===== config.mk =====
export PLATFORM = sky130hd
export DESIGN_NAME = pc_unit
export DESIGN_NICKNAME = d
export VERILOG_FILES = /design/src/rtl/cpu_pkg.sv /design/src/rtl/return_stack.sv /design/src/rtl/pc_unit.sv
export SDC_FILE = /design/constraint.sdc
export NUM_CORES = 1
export LEC_CHECK = 0
export CAP_MARGIN = 25
export CORE_ASPECT_RATIO = 0.75
export CORE_UTILIZATION = 63
export DETAILED_ROUTE_END_ITERATION = 6
export MAX_ROUTING_LAYER = met4
export PLACE_DENSITY = 0.88
export SLEW_MARGIN = 20
export SYNTH_ARGS = -nofsm -noshare
export SYNTH_HDL_FRONTEND = slang
export SYNTH_SLANG_ARGS = --single-unit

===== constraint.sdc =====
create_clock -name clk -period 9.9 [get_ports clk]
set_clock_uncertainty 0.2 [all_clocks]
set_input_delay 0.99 -clock clk [delete_from_list [all_inputs] [get_ports clk]]
set_output_delay 0.99 -clock clk [all_outputs]
set_load 0.02 [all_outputs]

===== src/rtl/cpu_pkg.sv =====
// Shared definitions for the 16-bit CPU: address geometry, reset vector and
// the control-flow redirect kinds resolved by the fetch unit.
package cpu_pkg;

    localparam int                ADDR_W    = 16;
    localparam int                IMM_W     = 10;
    localparam logic [ADDR_W-1:0] RESET_VEC = 16'h0000;

    typedef enum logic [2:0] {
        NONE,
        BRX,
        JMP,
        CALL,
        RET
    } redirect_e;

endpackage


===== src/rtl/return_stack.sv =====
// Circular hardware return-address stack. Overflow overwrites the oldest entry,
// underflow returns whatever the pointer lands on; both raise sticky flags.
module return_stack
#(
    parameter int DEPTH = 16,
    parameter int W     = 16
) (
    input  logic                     clk,
    input  logic                     rst,
    input  logic                     push,
    input  logic                     pop,
    input  logic [W-1:0]             push_data,
    output logic [W-1:0]             top,
    output logic [$clog2(DEPTH):0]   count,
    output logic                     overflow,
    output logic                     underflow
);

    localparam int            PW       = $clog2(DEPTH);
    localparam logic [PW:0]   CNT_FULL = (PW+1)'(DEPTH);

    logic [W-1:0]  mem [DEPTH];
    logic [PW-1:0] ptr;
    logic [PW-1:0] top_idx;

    // ptr names the next free slot; the top of stack sits just below it.
    assign top_idx = ptr - PW'(1);
    assign top     = mem[top_idx];

    // NOTE: sequential state uses non-blocking assignments so every register samples pre-edge values.
    always_ff @(posedge clk) begin
        if (rst) begin
            ptr       <= '0;
            count     <= '0;
            overflow  <= 1'b0;
            underflow <= 1'b0;
        end else if (pop) begin
            ptr <= top_idx;
            if (count == '0) underflow <= 1'b1;
            else             count     <= count - (PW+1)'(1);
        end else if (push) begin
            ptr <= ptr + PW'(1);
            if (count == CNT_FULL) overflow <= 1'b1;
            else                   count    <= count + (PW+1)'(1);
        end
    end

    // NOTE: the storage array is deliberately not reset; count and pointer define validity.
    always_ff @(posedge clk) begin
        if (!rst && push && !pop) mem[ptr] <= push_data;
    end

endmodule


===== src/rtl/pc_unit.sv =====
// Program counter and fetch control: tracks fetch/decode/execute addresses,
// resolves ret/jmp/call/branch redirects and issues decoder flushes.
module pc_unit
#(
    parameter int                ADDR_W    = cpu_pkg::ADDR_W,
    parameter int                RS_DEPTH  = 16,
    parameter logic [ADDR_W-1:0] RESET_VEC = cpu_pkg::RESET_VEC
) (
    input  logic              clk,
    input  logic              rst,
    input  logic              hazard,
    input  logic              p_cache_miss,
    input  logic              pc_jmp,
    input  logic              pc_call,
    input  logic              pc_ret,
    input  logic              pc_brx,
    input  logic              pc_brxt,
    input  logic              brx_cond,
    input  logic [9:0]        I_field,
    input  logic [ADDR_W-1:0] long_target,
    input  logic              long_sel,
    output logic [ADDR_W-1:0] prg_addr,
    output logic              input_flush,
    output logic              output_flush,
    output logic              jmp_rst,
    output logic              brx_rst,
    output logic              rs_overflow,
    output logic              rs_underflow
);

    import cpu_pkg::*;

    localparam int SP_W = $clog2(RS_DEPTH);

    logic [ADDR_W-1:0] pc_f1, pc_dec, pc_exe;
    logic [ADDR_W-1:0] target, jmp_target, brx_target, rs_top;
    logic [SP_W:0]     rs_count;
    redirect_e         kind;
    logic              redirect, advance;

    // Priority ret > jmp/call > brx only matters for illegal strobe overlap.
    always_comb begin
        // NOTE: every always_comb output gets a default first, so no path infers a latch.
        kind = NONE;
        if (pc_ret)                                 kind = RET;
        else if (pc_call)                           kind = CALL;
        else if (pc_jmp)                            kind = JMP;
        else if (pc_brx && (brx_cond == pc_brxt))   kind = BRX;
    end

    assign jmp_target = long_sel ? long_target : {pc_exe[ADDR_W-1:IMM_W], I_field};
    assign brx_target = pc_exe + {{(ADDR_W-IMM_W){I_field[IMM_W-1]}}, I_field};

    always_comb begin
        target = prg_addr;
        case (kind)
            RET:       target = rs_top;
            JMP, CALL: target = jmp_target;
            BRX:       target = brx_target;
            default:   target = prg_addr;
        endcase
    end

    assign redirect     = !rst && (kind != NONE);
    assign advance      = !hazard && !p_cache_miss;
    assign input_flush  = redirect;
    assign output_flush = redirect;
    assign jmp_rst      = !rst && (pc_jmp || pc_call);
    assign brx_rst      = !rst && pc_brx;

    // Redirects win over stalls: the whole tracking pipeline restarts at target.
    always_ff @(posedge clk) begin
        if (rst) begin
            prg_addr <= RESET_VEC;
            pc_f1    <= RESET_VEC;
            pc_dec   <= RESET_VEC;
            pc_exe   <= RESET_VEC;
        end else if (redirect) begin
            prg_addr <= target;
            pc_f1    <= target;
            pc_dec   <= target;
            pc_exe   <= target;
        end else if (advance) begin
            prg_addr <= prg_addr + ADDR_W'(1);
            pc_f1    <= prg_addr;
            pc_dec   <= pc_f1;
            pc_exe   <= pc_dec;
        end
    end

    return_stack #(
        .DEPTH (RS_DEPTH),
        .W     (ADDR_W)
    ) u_return_stack (
        .clk       (clk),
        .rst       (rst),
        .push      (kind == CALL),
        .pop       (kind == RET),
        .push_data (pc_exe + ADDR_W'(1)),
        .top       (rs_top),
        .count     (rs_count),
        .overflow  (rs_overflow),
        .underflow (rs_underflow)
    );

    a_count_bound: assert property (@(posedge clk) disable iff (rst)
        rs_count <= (SP_W+1)'(RS_DEPTH));

endmodule


# Word level (Yosys, flattened, before mapping)
# Memories as Yosys holds them, arrays and structs flattened.
# Index checks and enable logic that the tools add are counted.
op_classes:
  mux: 22
  eq_ne: 8
  reduce_logical: 20
  bitwise_logic: 1
  add_sub_neg: 7
op_table:
  columns: ["cell", "n"]
  rows:
  - ["$mux W16", 9]
  - ["$pmux W16 S3", 1]
  - ["$add A16 B1 Y16 const B", 2]
  - ["$mux W5", 4]
  - ["$add A16 B16 Y16", 1]
  - ["$mux W4", 2]
  - ["$logic_and A1 B1 Y1", 7]
  - ["$eq A3 B2 Y1 const B", 2]
  - ["$reduce_and A3 Y1", 2]
  - ["$add A5 B1 Y5 const B", 1]
  - ["$eq A5 B5 Y1 const B", 1]
  - ["$logic_not A5 Y1", 1]
  - ["$sub A5 B1 Y5 const B", 1]
  - ["$add A4 B1 Y4 const B", 1]
  - ["$logic_not A1 Y1", 4]
  - ["$mux W2", 2]
  - ["$reduce_bool A2 Y1", 2]
  - ["$sub A4 B1 Y4 const B", 1]
  - ["$eq A3 B1 Y1 const B", 1]
  - ["$eq A3 B3 Y1 const B", 1]
  - ["$mux W1", 3]
  - ["$mux W3", 1]
  - ["$reduce_bool A3 Y1", 1]
  - ["$ne A2 B1 Y1 const B", 1]
  - ["6 further kinds", 6]
word_totals:
  reg_bits: 75
  ramBits: 256
  mem_count: 1
  out_inout_bits: 22
mem_list:
  columns: ["name", "words", "width", "read_ports", "rd_ports_with_merged_regs", "write_ports", "line", "source"]
  rows:
  - ["u_return_stack.mem", 16, 16, 1, 0, 1, "return_stack.sv:22", "logic [W-1:0] mem [DEPTH];"]

# Longest topological paths before layout
# Gate-level depths: netlist (run 1).
depth:
  depth_word: 11
  ltp_mapped: 15
  ltp_nobuf: 10

# Modules after synthesis
# A second synthesis (run 1) with hierarchy kept.
unflattened:
  hier_cells: 1078
  area_unflattened_um2: 15014.4
modules_own_cells:
  columns: ["mod", "instances", "cells_per_inst", "area_per_inst_um2"]
  rows:
  - ["return_stack", 1, 507, 10565.1]
  - ["pc_unit", 1, 571, 4449.3]

# Worst setup path after synthesis (run 1)
# OpenSTA, ideal clock, no wires.
synth_path:
  path_type: "input to register"
  startpoint: "input pc_call"
  endpoint: "memory u_return_stack.mem[0][0], enable pin"
  path_stages: 5
  setup_slack_ns: 6.355
  setup_time_ns: 0.409
  required_time_ns: 9.291
  arrival_ns: 2.936
  n_path_buf: 1
  path_cell_list: "clkbuf_1 -> nor2b_1 -> nor2b_1 -> nand2_1 -> nor3_1"
synth_between:
  elab_chain_len: 7
  elab_cells_between_ends: 9
  classes_between: "eq/ne (2); mux (4); reduce/logical (3)"
synth_lines:
  columns: ["item", "line", "source"]
  rows:
  - ["from (decl)", "pc_unit.sv:14", "input logic pc_call,"]
  - ["$mux W2 (*)", "pc_unit.sv:46", "else if (pc_call) kind = CALL;"]
  - ["$mux W3 (*)", "pc_unit.sv:45", "if (pc_ret) kind = RET;"]
  - ["$eq A3 B2 Y1 / $eq A3 B3 Y1 (equally long branches)", "pc_unit.sv:97, pc_unit.sv:98", null]
  - ["$logic_and A1 B1 Y1 / $logic_not A1 Y1 (equally long branches)", "return_stack.sv:50", "if (!rst && push && !pop) mem[ptr] <= push_data;"]
  - ["$logic_and A1 B1 Y1 (*)", "return_stack.sv:50", null]
  - ["$mux W1 (*)", "return_stack.sv:50", null]
  - ["$mux W1 (not written as such) (*)", "return_stack.sv:50", null]
  - ["to (decl)", "return_stack.sv:22", null]
# Mark *: on every way between the ends. The rest lies on a longest branch, timed or not.

# Worst setup path after layout (run 1)
layout_path:
  startpoint: "input pc_ret"
  endpoint: "output input_flush"
layout_between:
  elab_chain_len: 3
layout_lines:
  columns: ["item", "line", "source"]
  rows:
  - ["from (decl)", "pc_unit.sv:15", "input logic pc_ret,"]
  - ["$mux W3", "pc_unit.sv:45", null]
  - ["$reduce_bool A3 Y1", "pc_unit.sv:64", "assign redirect = !rst && (kind != NONE);"]
  - ["$logic_and A1 B1 Y1", "pc_unit.sv:64", null]
  - ["to (decl)", "pc_unit.sv:23", "output logic input_flush,"]
# Every way passes these cells.

==> qor.yml, run 1 <==
start_util: 0.653
clk_pin_slew_ns: 0.06
reg2reg_to: "pc_exe[6]$_SDFFE_PP0P_"
cp.required_ns: 8.71
synth_warnings: 0
timing.rr.start: "u_return_stack.ptr[0]$_SDFFE_PP0P_"
numCtsBuffers: 28
synth_area_leaders: "edfxtp_1 52%, dfxtp_1 10%, mux4_2 9.2%, nand2_1 3.1%, mux2i_1 2.9%"
cts_tree: "yes"
ant_nets: 0
ys_top_cells_by_count: "256 x edfxtp_1, 123 x nand2_1, 75 x dfxtp_1, 60 x mux4_2, 51 x a21oi_1"
gr-total-overflow: 0
critPathKind: "in2out"
synth_mux_area_frac: 0.130
synth_top_family_by_area: "multiplexers"
yosysMostFrequentCell: "edfxtp_1"
synth_area_leader_cell: "edfxtp_1"
place_congestion: 1.01
hold-path-endpoint: "u_return_stack.underflow$_SDFFE_PP0P_"
hold_buffers: 0
coreArea_um2: 22500
reg2reg_setup_slack_ns: 5.55
synth_edf_count: 256
power_leakage_nw: 5.66
hold_depth: 2
cp_max_fo: 63
clockBufferDepth: 3
fin_area_um2: 16600
startpoint_type: "input pin"
status: "complete, no violations"
die_x_um: 178
drc: 0
synth_compound_area_frac: 0.0893
drt-initial-drc-count: 1693
n_antenna_cell: 0
hp-class: "reg2reg"
io_pins: 59
worstHoldStart: "u_return_stack.underflow$_SDFFE_PP0P_"
crit_arrival_ns: 3.51
dieHeight_um: 134
rsz0062_at_grt: "false"
wirelength_mm: 36.9
yosys.area.top_type_share: 0.524
h-tree-depth: 1
critPathCaptureType: "output port"
timing.final.crit_share: 0.475
grt_pass1_vias: 9119
period_needed_ns: 4.70
relSlewSlack: 0.304
dieArea_um2: 23900
netlist_area_um2: 14700
synth.distinct_cells: 64
gr-usage-all-layers: 0.324
syn2layout_area_growth_pct: 13.1
viasPerCell: 6.89
grt_pass1_wl_mm: 54.7
cts_sinks: 331
synthesis.nets: 1088
avgSynthCellArea_um2: 14.3
clk-insertion-delay-late_ns: 0.56
post_cts_resized: 0
power_density_nw_per_um2: 206
irDropWorstVdd_mv: 0.176
port-buffer-count: 58
drtPass1Iterations: 6
setup_violations: 0
fin_nets: 1151
fmax_ghz: 0.213
placementRows: 47
grt_max_degree: 64
place_hpwl_mm: 24.0
max_cap_violations: 0
routedWlPerCell_um: 26.3
syn_inst: 1025
ys_seq_area_frac: 0.626
synth-simple-area-share: 0.0786
async_flop_share: 0
setup_tns_ns: 0
drv_slew: 0
via_count: 9667
worstMarginPinSlew_ns: 1.04
placed_area_um2: 15700
synth-xor-area-share: 0.0286
r2r_cells: 10
cts_setup_buffers: 0
hold_viol: 0
root_buffer: "clkbuf_16"
antenna_found_initial: 0
synthAdderAreaFrac: 0.0232
synthFlopType: "edfxtp_1"
synth-seq-cells: 331
drive_above_1_share: 0.158
==> per-layer routing <==
metal	global-route usage	vias to the layer above	share of wire
met5	-	-	0
met4	0.0904	0	0.036
met3	0.0848	116	0.13
met2	0.461	722	0.44
met1	0.466	4747	0.39
li1	-	4082	-
==> critical path: stages <==
cell and delay (ns):
clkdlybuf4s50_1 0.40, buf_4 0.24, nor3_1 0.36, and2_2 0.21, buf_4 0.51, nor2_1 0.17
clkdlybuf4s50_1 0.58
==> final cells by class <==
type / instances / area [um^2]
Fill cell: 1280 / 5870
Timing Repair Buffer: 89 / 860
Clock inverter: 19 / 129
Sequential cell: 331 / 9190
Inverter: 14 / 52.6
Tap cell: 294 / 368
Clock buffer: 33 / 719
Multi-Input combinational cell: 624 / 5280
==> worst max path at each step <==
stage | slack (ns) | from | end
after global placement | 5.31 | pc_ret | input_flush
final | 5.20 | pc_ret | input_flush
after floorplan | 6.35 | pc_call | u_return_stack.mem[0][0]$_DFFE_PP_
after detailed placement | 5.28 | pc_ret | input_flush
after CTS | 5.25 | pc_ret | input_flush
after global routing | 5.05 | pc_ret | input_flush
==> state kept, by name (all words and copies together) (netlist names) <==
| signal | count |
|---|---|
| pc_dec | 16 |
| pc_exe | 16 |
| pc_f1 | 16 |
| u_return_stack.ptr | 4 |
| u_return_stack.underflow | 1 |
| u_return_stack.overflow | 1 |
| prg_addr | 16 |
| u_return_stack.mem | 256 |
| u_return_stack.count | 5 |
==> cell families (layout without fill, tap and decap cells) <==
group                      Yosys count  count (layout)
AOI/OAI and AO/OA                  189             189
xor gates and xnor gates            47              47
adders and majority gates           26              26
buffers and inverters               70             155
DFF                                331             331
muxes                              108             108
and+or+nand+nor                    254             254
==> where the power goes <==
| group | switching [mW] | internal [mW] |
|---|---|---|
| logic | 0.410 | 0.280 |
| clock network | 0.490 | 0.547 |
| registers | 0.0814 | 1.61 |
| total | 0.981 | 2.43 |
==> metrics by stage <==
stage | hold slack, ns | util | instances | total power [mW] | setup WS, ns
2_1_floorplan | 0.225 | - | 1025 | 2.16 | 6.35
3_3_place_gp | 0.234 | 0.691 | 1339 | 2.34 | 5.31
3_5_place_dp | 0.245 | 0.697 | 1350 | 2.37 | 5.28
4_1_cts | 0.257 | 0.735 | 1402 | 3.39 | 5.25
5_1_grt | 0.281 | 0.739 | 1404 | 3.52 | 5.05
6_report | 0.253 | 0.739 | 1404 | 3.41 | 5.20
==> layout by cell type (no fill, tap or decap), drive strengths merged, types with 11 or more instances in the layout <==
| cell | instances |
|---|---|
| ha | 24 |
| a211oi | 15 |
| a21boi | 21 |
| inv | 14 |
| mux4 | 65 |
| clkinv | 15 |
| a31oi | 13 |
| and2 | 14 |
| and3 | 11 |
| clkdlybuf4s50 | 57 |
| nand2 | 123 |
| buf | 30 |
| o21ai | 25 |
| a21oi | 52 |
| dfxtp | 75 |
| edfxtp | 256 |
| a311oi | 19 |
| nand3 | 15 |
| nor2 | 50 |
| xnor2 | 22 |
| clkbuf | 35 |
| xor2 | 25 |
| mux2i | 43 |
Power figures use the tool's default switching activity.
==> run 2, diff against run 1 <==
--- a/config.mk
+++ b/config.mk
@@ -7,10 +7,10 @@
 export LEC_CHECK = 0
 export CAP_MARGIN = 25
 export CORE_ASPECT_RATIO = 0.75
-export CORE_UTILIZATION = 63
+export CORE_UTILIZATION = 61
 export DETAILED_ROUTE_END_ITERATION = 6
 export MAX_ROUTING_LAYER = met4
-export PLACE_DENSITY = 0.88
+export PLACE_DENSITY = 0.86
 export SLEW_MARGIN = 20
 export SYNTH_ARGS = -nofsm -noshare
 export SYNTH_HDL_FRONTEND = slang
==> constraint.sdc (replaced) <==
create_clock -name clk -period 4.63 [get_ports clk]
set_clock_uncertainty 0.2 [all_clocks]
set_input_delay 0.463 -clock clk [delete_from_list [all_inputs] [get_ports clk]]
set_output_delay 0.463 -clock clk [all_outputs]
set_load 0.02 [all_outputs]
==> run 2 against run 1 <==
  * Final cell count grew 0.85%
  * Die area grew 3.2%
  * Flip-flop and latch count is the same
  * Count of clock-buffer cells in the layout grew 10
  * Utilization shrank 2.6 points
  * Design area is essentially flat
  * First-iteration DRC count shrank 12%
  * Combinational power grew 120%
  * Worst setup slack lost 4.2 ns
  * Sequential power grew 110%
  * Critical path type is now reg2reg
  * Largest cell class unchanged
==> qor.yml, run 2 (synthesis gave the netlist of run 1 again) <==
period_needed_ns: 3.63
hold_viol: 0  # unchanged
gr-total-overflow: 0  # unchanged
crit_arrival_ns: 3.90  # was 3.51 ns
dieArea_um2: 24700  # was 23900 um^2
power_leakage_nw: 5.69  # was 5.66 nW
post_cts_resized: 0  # unchanged
crit_path_max_incr_delay_ns: 0.74  # was 0.58 ns
fmax_ghz: 0.275
syn2layout_area_growth_pct: 13.2  # was 13.1%
h-tree-depth: 1  # unchanged
final_cell_mix: "256 x edfxtp_1, 123 x nand2_1, 74 x dfxtp_1"  # unchanged
gr-usage-all-layers: 0.320  # was 0.324
dieHeight_um: 136  # was 134 um
power_density_nw_per_um2: 442  # was 206 nW/um^2
cp.required_ns: 4.90  # was 8.71 ns
grt_pass1_vias: 9139  # was 9119
layoutNonFillerInstCount: 1416  # was 1404
timing.final.crit_share: 0.785
critPathTopFamily: "buffers and inverters"  # unchanged
cp_max_fo: 44  # was 63
largest_reg_flops: 256  # unchanged
r2r_cells: 9  # was 10
clockBufferDepth: 3  # unchanged
relSlewSlack: 0.265  # was 0.304
placementRows: 48  # was 47
final_core_util: 0.713  # was 0.739
cts_setup_buffers: 0  # unchanged
antenna_found_initial: 0  # unchanged
drt-initial-drc-count: 1494  # was 1693
numCtsBuffers: 29  # was 28
rsz0062_at_grt: "false"  # unchanged
routedWlPerCell_um: 26.7  # was 26.3 um
setup_tns_ns: 0  # unchanged
startpoint_type: "flip-flop"  # was input pin
cts_tree: "yes"  # unchanged
path_depth: 9  # was 7
top_register: "u_return_stack.mem"  # unchanged
n_antenna_cell: 0  # unchanged
irDropWorstVdd_mv: 0.310  # was 0.176 mV
viasPerCell: 6.79  # was 6.89
dp_cells: 1364  # was 1350
fin_nets: 1158  # was 1151
path_buf_inv: 2  # was 4
hold_buffers: 0  # unchanged
critPathCaptureType: "flip-flop"  # was output port
io_pins: 59  # unchanged
setup_violations: 0  # unchanged
hold_depth: 2  # unchanged
final_common_cell: "edfxtp_1"  # unchanged
port-buffer-count: 58  # unchanged
cts_sinks: 331  # unchanged
wirelength_mm: 37.8  # was 36.9 mm
max_cap_violations: 0  # unchanged
place_hpwl_mm: 25.0  # was 24.0 mm
start_util: 0.630  # was 0.653
ant_nets: 0  # unchanged
hp-class: "in2reg"  # was reg2reg
drive_above_1_share: 0.161  # was 0.158
drv_slew: 0  # unchanged
die_x_um: 181  # was 178 um
via_count: 9610  # was 9667
coreArea_um2: 23300  # was 22500 um^2
crit_path_top_delay_cell: "buf_4"  # was clkdlybuf4s50_1
place_congestion: 1.03  # was 1.01
drc: 0  # unchanged
drtPass1Iterations: 5  # was 6
grt_pass1_wl_mm: 55.8  # was 54.7 mm
critPathKind: "reg2reg"  # was in2out
clk_pin_slew_ns: 0.07  # was 0.06 ns
grt_max_degree: 62  # was 64
worstPathCellList: "buf_4, nor4_2, nor2_1, buf_4, mux2i_1, o221ai_1, nor2_1, a21oi_1, a21boi_0"  # was clkdlybuf4s50_1, buf_4, nor3_1, and2_2, buf_4, nor2_1, clkdlybuf4s50_1
worstMarginPinSlew_ns: 1.10  # was 1.04 ns
clk-insertion-delay-late_ns: 0.56  # about the same
status: "complete, no violations"  # unchanged
root_buffer: "clkbuf_16"  # unchanged
[run 2: through the flow]
step           hold WS, ns  power, mW  setup slack, ns  cell area [um^2]
6_report             0.208       7.35            0.996             16600
3_5_place_dp         0.238       5.12             1.10             15700
4_1_cts              0.189       7.31             1.01             16500
3_3_place_gp         0.232       5.05             1.11             15700
2_1_floorplan        0.225       4.61             1.49             14700
5_1_grt              0.237       7.57            0.691             16600
[run 2: layer usage]
layer	part of all wire	track usage	up-vias
met4	0.025	0.0857	0
met3	0.12	0.0838	86
met5	0	-	-
li1	-	-	4093
met2	0.44	0.456	685
met1	0.41	0.458	4746
[run 2: layout make-up]
| type | instances | area (um^2) |
|---|---|---|
| Clock buffer | 43 | 805 |
| Sequential cell | 331 | 9190 |
| Fill cell | 1464 | 6690 |
| Timing Repair Buffer | 95 | 873 |
| Tap cell | 300 | 375 |
| Inverter | 14 | 52.6 |
| Clock inverter | 9 | 41.3 |
| Multi-Input combinational cell | 624 | 5270 |
[run 2: final timing paths]
| check | from | to | slack [ns] |
|---|---|---|---|
| setup reg to reg | u_return_stack.ptr[0]$_SDFFE_PP0P_ | pc_exe[15]$_SDFFE_PP0P_ | 1.0 |
| hold reg to reg | u_return_stack.underflow$_SDFFE_PP0P_ | u_return_stack.underflow$_SDFFE_PP0P_ | 0.24 |
| setup / recovery | u_return_stack.ptr[0]$_SDFFE_PP0P_ | pc_exe[15]$_SDFFE_PP0P_ | 1.0 |
| hold / removal | rst | pc_f1[11]$_SDFFE_PP0P_ | 0.21 |
[run 2: power breakdown]
part	internal, mW	total, mW	switching (mW)	leakage (nW)
Clock	1.19	2.23	1.04	0.423
Sequential	3.43	3.60	0.170	2.96
Combinational	0.616	1.51	0.896	2.31
Total	5.24	7.35	2.11	5.69
